===== src/rtl/note_player.sv =====
// note_player: plays one note per accepted request as a square wave on buzzer.
// A request carries a note (0 = rest, 1..7 = C..B), an octave and a length in ms.
// The length is counted with a ms tick that restarts at acceptance.
// stop aborts the note; done pulses once on every return to IDLE.
// Build option: define NOTE_PLAYER_GAP_EN to follow every note with a silent
// GAP_MS gap before returning to IDLE. Without it the GAP state and its counter
// are not built.
module note_player #(
  parameter int CLK_FREQ = 100_000_000,
  parameter int GAP_MS   = 20
) (
  input  logic       clk,
  input  logic       reset,
  input  logic       note_valid,
  output logic       note_ready,
  input  logic [2:0] note_idx,
  input  logic [1:0] octave,
  input  logic [7:0] duration_ms,
  input  logic       stop,
  output logic       buzzer,
  output logic       busy,
  output logic       done
);

  localparam int MS_CYC = CLK_FREQ / 1000;
  localparam int MS_W   = (MS_CYC > 1) ? $clog2(MS_CYC) : 1;
  // 20 bits covers low C at 100 MHz (about 381k cycles per half-period).
  localparam int HP_W   = 20;

`ifdef NOTE_PLAYER_GAP_EN
  localparam int GAP_CYC = GAP_MS * MS_CYC;
  localparam int GAP_W   = (GAP_CYC > 1) ? $clog2(GAP_CYC) : 1;
  typedef enum logic [1:0] {IDLE, PLAY, GAP} state_t;
`else
  typedef enum logic {IDLE, PLAY} state_t;
`endif

  state_t            state, state_nx;
  logic [2:0]        note_q;
  logic [1:0]        oct_q;
  logic [MS_W-1:0]   ms_cnt;
  logic [7:0]        ms_left;
  logic [HP_W-1:0]   half_cnt;
  logic [HP_W-1:0]   base_half, half_per;
  logic              accept, ms_tick, play_end;

  // Base half-period of each note in clk cycles, middle octave.
  function automatic logic [HP_W-1:0] note_half(input logic [2:0] idx);
    case (idx)
      3'd1:    note_half = HP_W'(CLK_FREQ / (2 * 262));
      3'd2:    note_half = HP_W'(CLK_FREQ / (2 * 294));
      3'd3:    note_half = HP_W'(CLK_FREQ / (2 * 330));
      3'd4:    note_half = HP_W'(CLK_FREQ / (2 * 349));
      3'd5:    note_half = HP_W'(CLK_FREQ / (2 * 392));
      3'd6:    note_half = HP_W'(CLK_FREQ / (2 * 440));
      3'd7:    note_half = HP_W'(CLK_FREQ / (2 * 494));
      default: note_half = '0;
    endcase
  endfunction

  assign note_ready = (state == IDLE) && !stop;
  assign busy       = (state != IDLE);
  assign accept     = note_valid && note_ready;
  assign ms_tick    = (ms_cnt == MS_W'(MS_CYC - 1));
  // A zero-length note still spends one cycle in PLAY.
  assign play_end   = (ms_left == 8'd0) || (ms_tick && (ms_left == 8'd1));

  // Half-period of the latched note after octave scaling.
  always_comb begin
    base_half = note_half(note_q);
    case (oct_q)
      2'd0:    half_per = {base_half[HP_W-2:0], 1'b0};
      2'd2:    half_per = base_half >> 1;
      default: half_per = base_half;
    endcase
  end

`ifdef NOTE_PLAYER_GAP_EN
  logic [GAP_W-1:0] gap_cnt;
  logic             gap_end;

  assign gap_end = (gap_cnt == GAP_W'(GAP_CYC - 1));

  // Gap length counter, running only while in GAP.
  always_ff @(posedge clk or posedge reset) begin
    if (reset)              gap_cnt <= '0;
    else if (state == GAP)  gap_cnt <= gap_cnt + 1'b1;
    else                    gap_cnt <= '0;
  end
`endif

  // State register.
  always_ff @(posedge clk or posedge reset) begin
    // NOTE: non-blocking assignments keep every flop sampling pre-edge values.
    if (reset) state <= IDLE;
    else       state <= state_nx;
  end

  // Next-state logic.
  always_comb begin
    // NOTE: the default assignment up front prevents a latch on untaken paths.
    state_nx = state;
    case (state)
      IDLE: if (accept) state_nx = PLAY;
      PLAY: begin
        if (stop) state_nx = IDLE;
`ifdef NOTE_PLAYER_GAP_EN
        else if (play_end) state_nx = GAP;
`else
        else if (play_end) state_nx = IDLE;
`endif
      end
`ifdef NOTE_PLAYER_GAP_EN
      GAP: if (stop || gap_end) state_nx = IDLE;
`endif
      default: state_nx = IDLE;
    endcase
  end

  // Request latch, ms timing, tone generation and the done pulse.
  always_ff @(posedge clk or posedge reset) begin
    if (reset) begin
      note_q   <= '0;
      oct_q    <= '0;
      ms_cnt   <= '0;
      ms_left  <= '0;
      half_cnt <= '0;
      buzzer   <= 1'b0;
      done     <= 1'b0;
    end else begin
      done <= (state != IDLE) && (state_nx == IDLE);
      if (accept) begin
        note_q   <= note_idx;
        oct_q    <= octave;
        ms_left  <= duration_ms;
        ms_cnt   <= '0;
        half_cnt <= '0;
        buzzer   <= 1'b0;
      end else if (state == PLAY) begin
        ms_cnt <= ms_tick ? '0 : ms_cnt + 1'b1;
        if (ms_tick) ms_left <= ms_left - 1'b1;
        if (state_nx != PLAY) begin
          buzzer <= 1'b0;
        end else if (note_q != 3'd0) begin
          if (half_cnt == half_per - 1'b1) begin
            buzzer   <= ~buzzer;
            half_cnt <= '0;
          end else begin
            half_cnt <= half_cnt + 1'b1;
          end
        end
      end
    end
  end

endmodule


===== config.mk =====
export PLATFORM = sky130hd
export DESIGN_NAME = note_player
export DESIGN_NICKNAME = d
export VERILOG_FILES = /design/src/rtl/note_player.sv
export SDC_FILE = /design/constraint.sdc
export NUM_CORES = 1
export LEC_CHECK = 0
export ABC_AREA = 1
export ABC_CLOCK_PERIOD_IN_PS = 7800
export BUFFER_PORTS_ARGS = -buffer_cell sky130_fd_sc_hd__buf_4
export CORE_ASPECT_RATIO = 0.75
export CORE_UTILIZATION = 55
export CTS_BUF_LIST = sky130_fd_sc_hd__clkbuf_8
export DETAILED_ROUTE_END_ITERATION = 12
export PLACE_DENSITY = 0.73
export REMOVE_ABC_BUFFERS = 1
export SLEW_MARGIN = 20
export SYNTH_ARGS = -nofsm -noshare
export SYNTH_HDL_FRONTEND = slang
export SYNTH_SLANG_ARGS = --single-unit

===== constraint.sdc =====
create_clock -name clk -period 7.8 [get_ports clk]
set_clock_uncertainty 0.2 [all_clocks]
set_input_delay 0.39 -clock clk [delete_from_list [all_inputs] [get_ports clk]]
set_output_delay 0.39 -clock clk [all_outputs]
set_load 0.05 [all_outputs]

==> run metrics <==
Fin. Hold Viols 0; pin count of the biggest net entering global routing 54; CTS root buffer clkbuf_8; WL per Instance 14.12 um; worst setup path category flop to flop; Row Count 26; Worst path max stage delay 0.57 ns; Die H 75.48 um; clk buf depth 2; Die X 99.97 um; Max-slew headroom 0.3008; main combinational cell family by area after synthesis simple AND/OR/NAND/NOR gates; global-route wire length before repair 16,780 um; crit path max fanout 21; DR iter-0 viols 343; CP max stage cell dfrtp_1; Slew Limit Fails 0; CP Launch Type flop; Crit. End Element flop; IO Count 21; Core ar. 6897 um^2; largest cells by area after synthesis dfrtp_1 34%, nand2_1 13%, inv_1 7.4%; overall power 1098 uW; crit path DAT 3.53 ns; Num CTS Buffers 5; clock sinks 53; DRC 0; clk_lat worst skew 0.31 ns; IO buf count 20; Yosys top cell area share 0.3350; Pre-antenna DRT Iters 4; status completed; Overflow after GRT 0; CTS tree built; dpl hpwl 7395 um; antenna violations before repair 0; simple-gate portion of the synthesized area 0.3568; Post-synth EDFFs 0; postcts setup bufs 0; Max-cap violations 0; vias in the first global route 3,602; Clk pin slew, worst setup/hold paths 0.09 ns; Post-synth ARST share 1.000; Post-CTS Resized 0; sequential area share after synthesis 0.3350; syn_area_per_cell 6.698 um^2; Hold Path Class primary input to async pin; Main synth FF type dfrtp_1; Final Cycle Share 0.4516; met2 Resource Use GR 0.4322; Final ANT Viol Nets 0; VDD IR-drop max 0.1373 mV; cells after synthesis 591; Synth Area in Compound Gates 0.1204; number of synthesized register bits 53; Critical Path Start oct_q[0]$_DFFE_PP0P_; largest area contributor in the netlist dfrtp_1; xor/xnor cell area share of the yosys netlist 0.05310; Initial Util 0.5740; fin crit period 3.523 ns; Leak 0.002039 uW; Yosys warnings 0; share of post-route cells with drive strength above 1 0.08848; nets 622; Total Routing Usage GR 0.2808; hold_buf cts 0; endpoints failing setup 0; busiest layer in global routing met2; WL final 9845 um; worst slew pin tran 1.045 ns; CP most frequent cell nand2_1; Fillers 665; count leader, synth nand2_1; critical path cell sequence nor2_2 > nand3_1 > nand2_1 > nor2_2 > ha_1 > nand2_4 > nand3_1 > xor2_1 > nor2_1 > nand2_1 > nor2_2 > nand3_2 > nand2_1 > nand3_1 > nand2_1 > nand2_1; WP data required 7.81 ns; R2R Path Start oct_q[0]$_DFFE_PP0P_; adder-cell share of the synthesized area 0.01896; n_diodes 0; H-tree level count 2; Synth cell types 41; GR Util met1 0.4177; Layout area overhead 6.321%; mux cell area share after synthesis 0; Die Area 7545 um^2; commonest cells in the netlist 141 x nand2_1, 78 x inv_1, 55 x nor2_1; Setup TNS 0 ns; met3 Usage GRT 0.04037; vias 3,838; synthesized area 3959 um^2; PD cells 260.8 nW/um^2; FMAX 283.9 MHz; RSZ-0062 raised after global routing no; GP Congestion 0.9006; vias per cell 5.506
[state kept, by name, indices dropped and copies added (netlist names)]
signal and cells:
buzzer 1, done 1, half_cnt 20, note_q 3, busy 1, ms_cnt 17
oct_q 2, ms_left 8
[power by group]
part           switching (uW)  internal, uW
registers                96.2           341
logic                     323           175
clock network            92.1          70.4
[final timing paths]
kind | slack (ns) | end | cells past startpoint
setup reg to reg | 4.28 | buzzer$_DFFE_PP0P_ | 16
hold / removal | 0.06 | half_cnt[7]$_DFFE_PP0P_ | 3
hold reg to reg | 0.33 | buzzer$_DFFE_PP0P_ | 2
min in group clk | 0.09 | note_q[2]$_DFFE_PP0P_ | 3
max in group asynchronous | 6.90 | oct_q[0]$_DFFE_PP0P_ | 3
setup / recovery | 4.28 | buzzer$_DFFE_PP0P_ | 16
[critical path: cells and delay by family, from the launching register on]
| family | cells | cell delay [ns] |
|---|---|---|
| and+or+nand+nor | 14 | 2.25 |
| xor gates and xnor gates | 1 | 0.17 |
| DFF | 1 | 0.57 |
| adders and majority gates | 1 | 0.23 |
[kinds of logic after synthesis]
logic type	after synthesis
buffers and inverters	108
DFF	53
and+or+nand+nor	314
AOI/OAI and AO/OA	86
xor gates and xnor gates	24
adders and majority gates	6
[metal layers]
| metal | part of all wire | up-vias |
|---|---|---|
| li1 | - | 1943 |
| met4 | 0.011 | 0 |
| met5 | 0 | - |
| met3 | 0.057 | 13 |
| met2 | 0.42 | 114 |
| met1 | 0.51 | 1768 |
[placed cells by master (no fill, tap or decap), drive strengths merged, types with 2 or more instances in the layout]
master | netlist | final
a211oi | 2 | 2
nand3 | 56 | 56
nand2 | 145 | 145
dfrtp | 53 | 53
xor2 | 23 | 23
a22oi | 3 | 3
nor3 | 14 | 14
or2 | 2 | 2
clkbuf | 8 | 6
o22ai | 4 | 4
o21ai | 56 | 56
buf | 14 | 23
a21oi | 12 | 12
nor4 | 2 | 2
inv | 85 | 85
nand4 | 33 | 33
o211ai | 4 | 4
nor2 | 61 | 61
ha | 6 | 6
[area by class of cell]
class	count	area, um^2	share of cell area
repair buffers	23	172.7	0.04102
well taps	98	122.6	0.02913
flip-flops and latches	53	1326	0.3151
multi-input cells	430	2175	0.5166
clock inverters	1	7.507	0.001784
clock buffers	6	82.58	0.01962
inverters	86	322.8	0.07669
[per-stage QoR]
step / utilization / area [um^2] / instances / hold WS [ns] / setup slack [ns]
2_1_floorplan: - / 3824 / 569 / 0.2753 / 3.769
3_3_place_gp: 0.5972 / 4119 / 690 / 0.3055 / 4.480
3_5_place_dp: 0.5972 / 4119 / 690 / 0.3208 / 4.346
4_1_cts: 0.6103 / 4209 / 697 / 0.08521 / 4.336
5_1_grt: 0.6103 / 4209 / 697 / 0.1071 / 3.945
6_report: 0.6103 / 4209 / 697 / 0.05992 / 4.277
(Power assumes the default switching activity.)
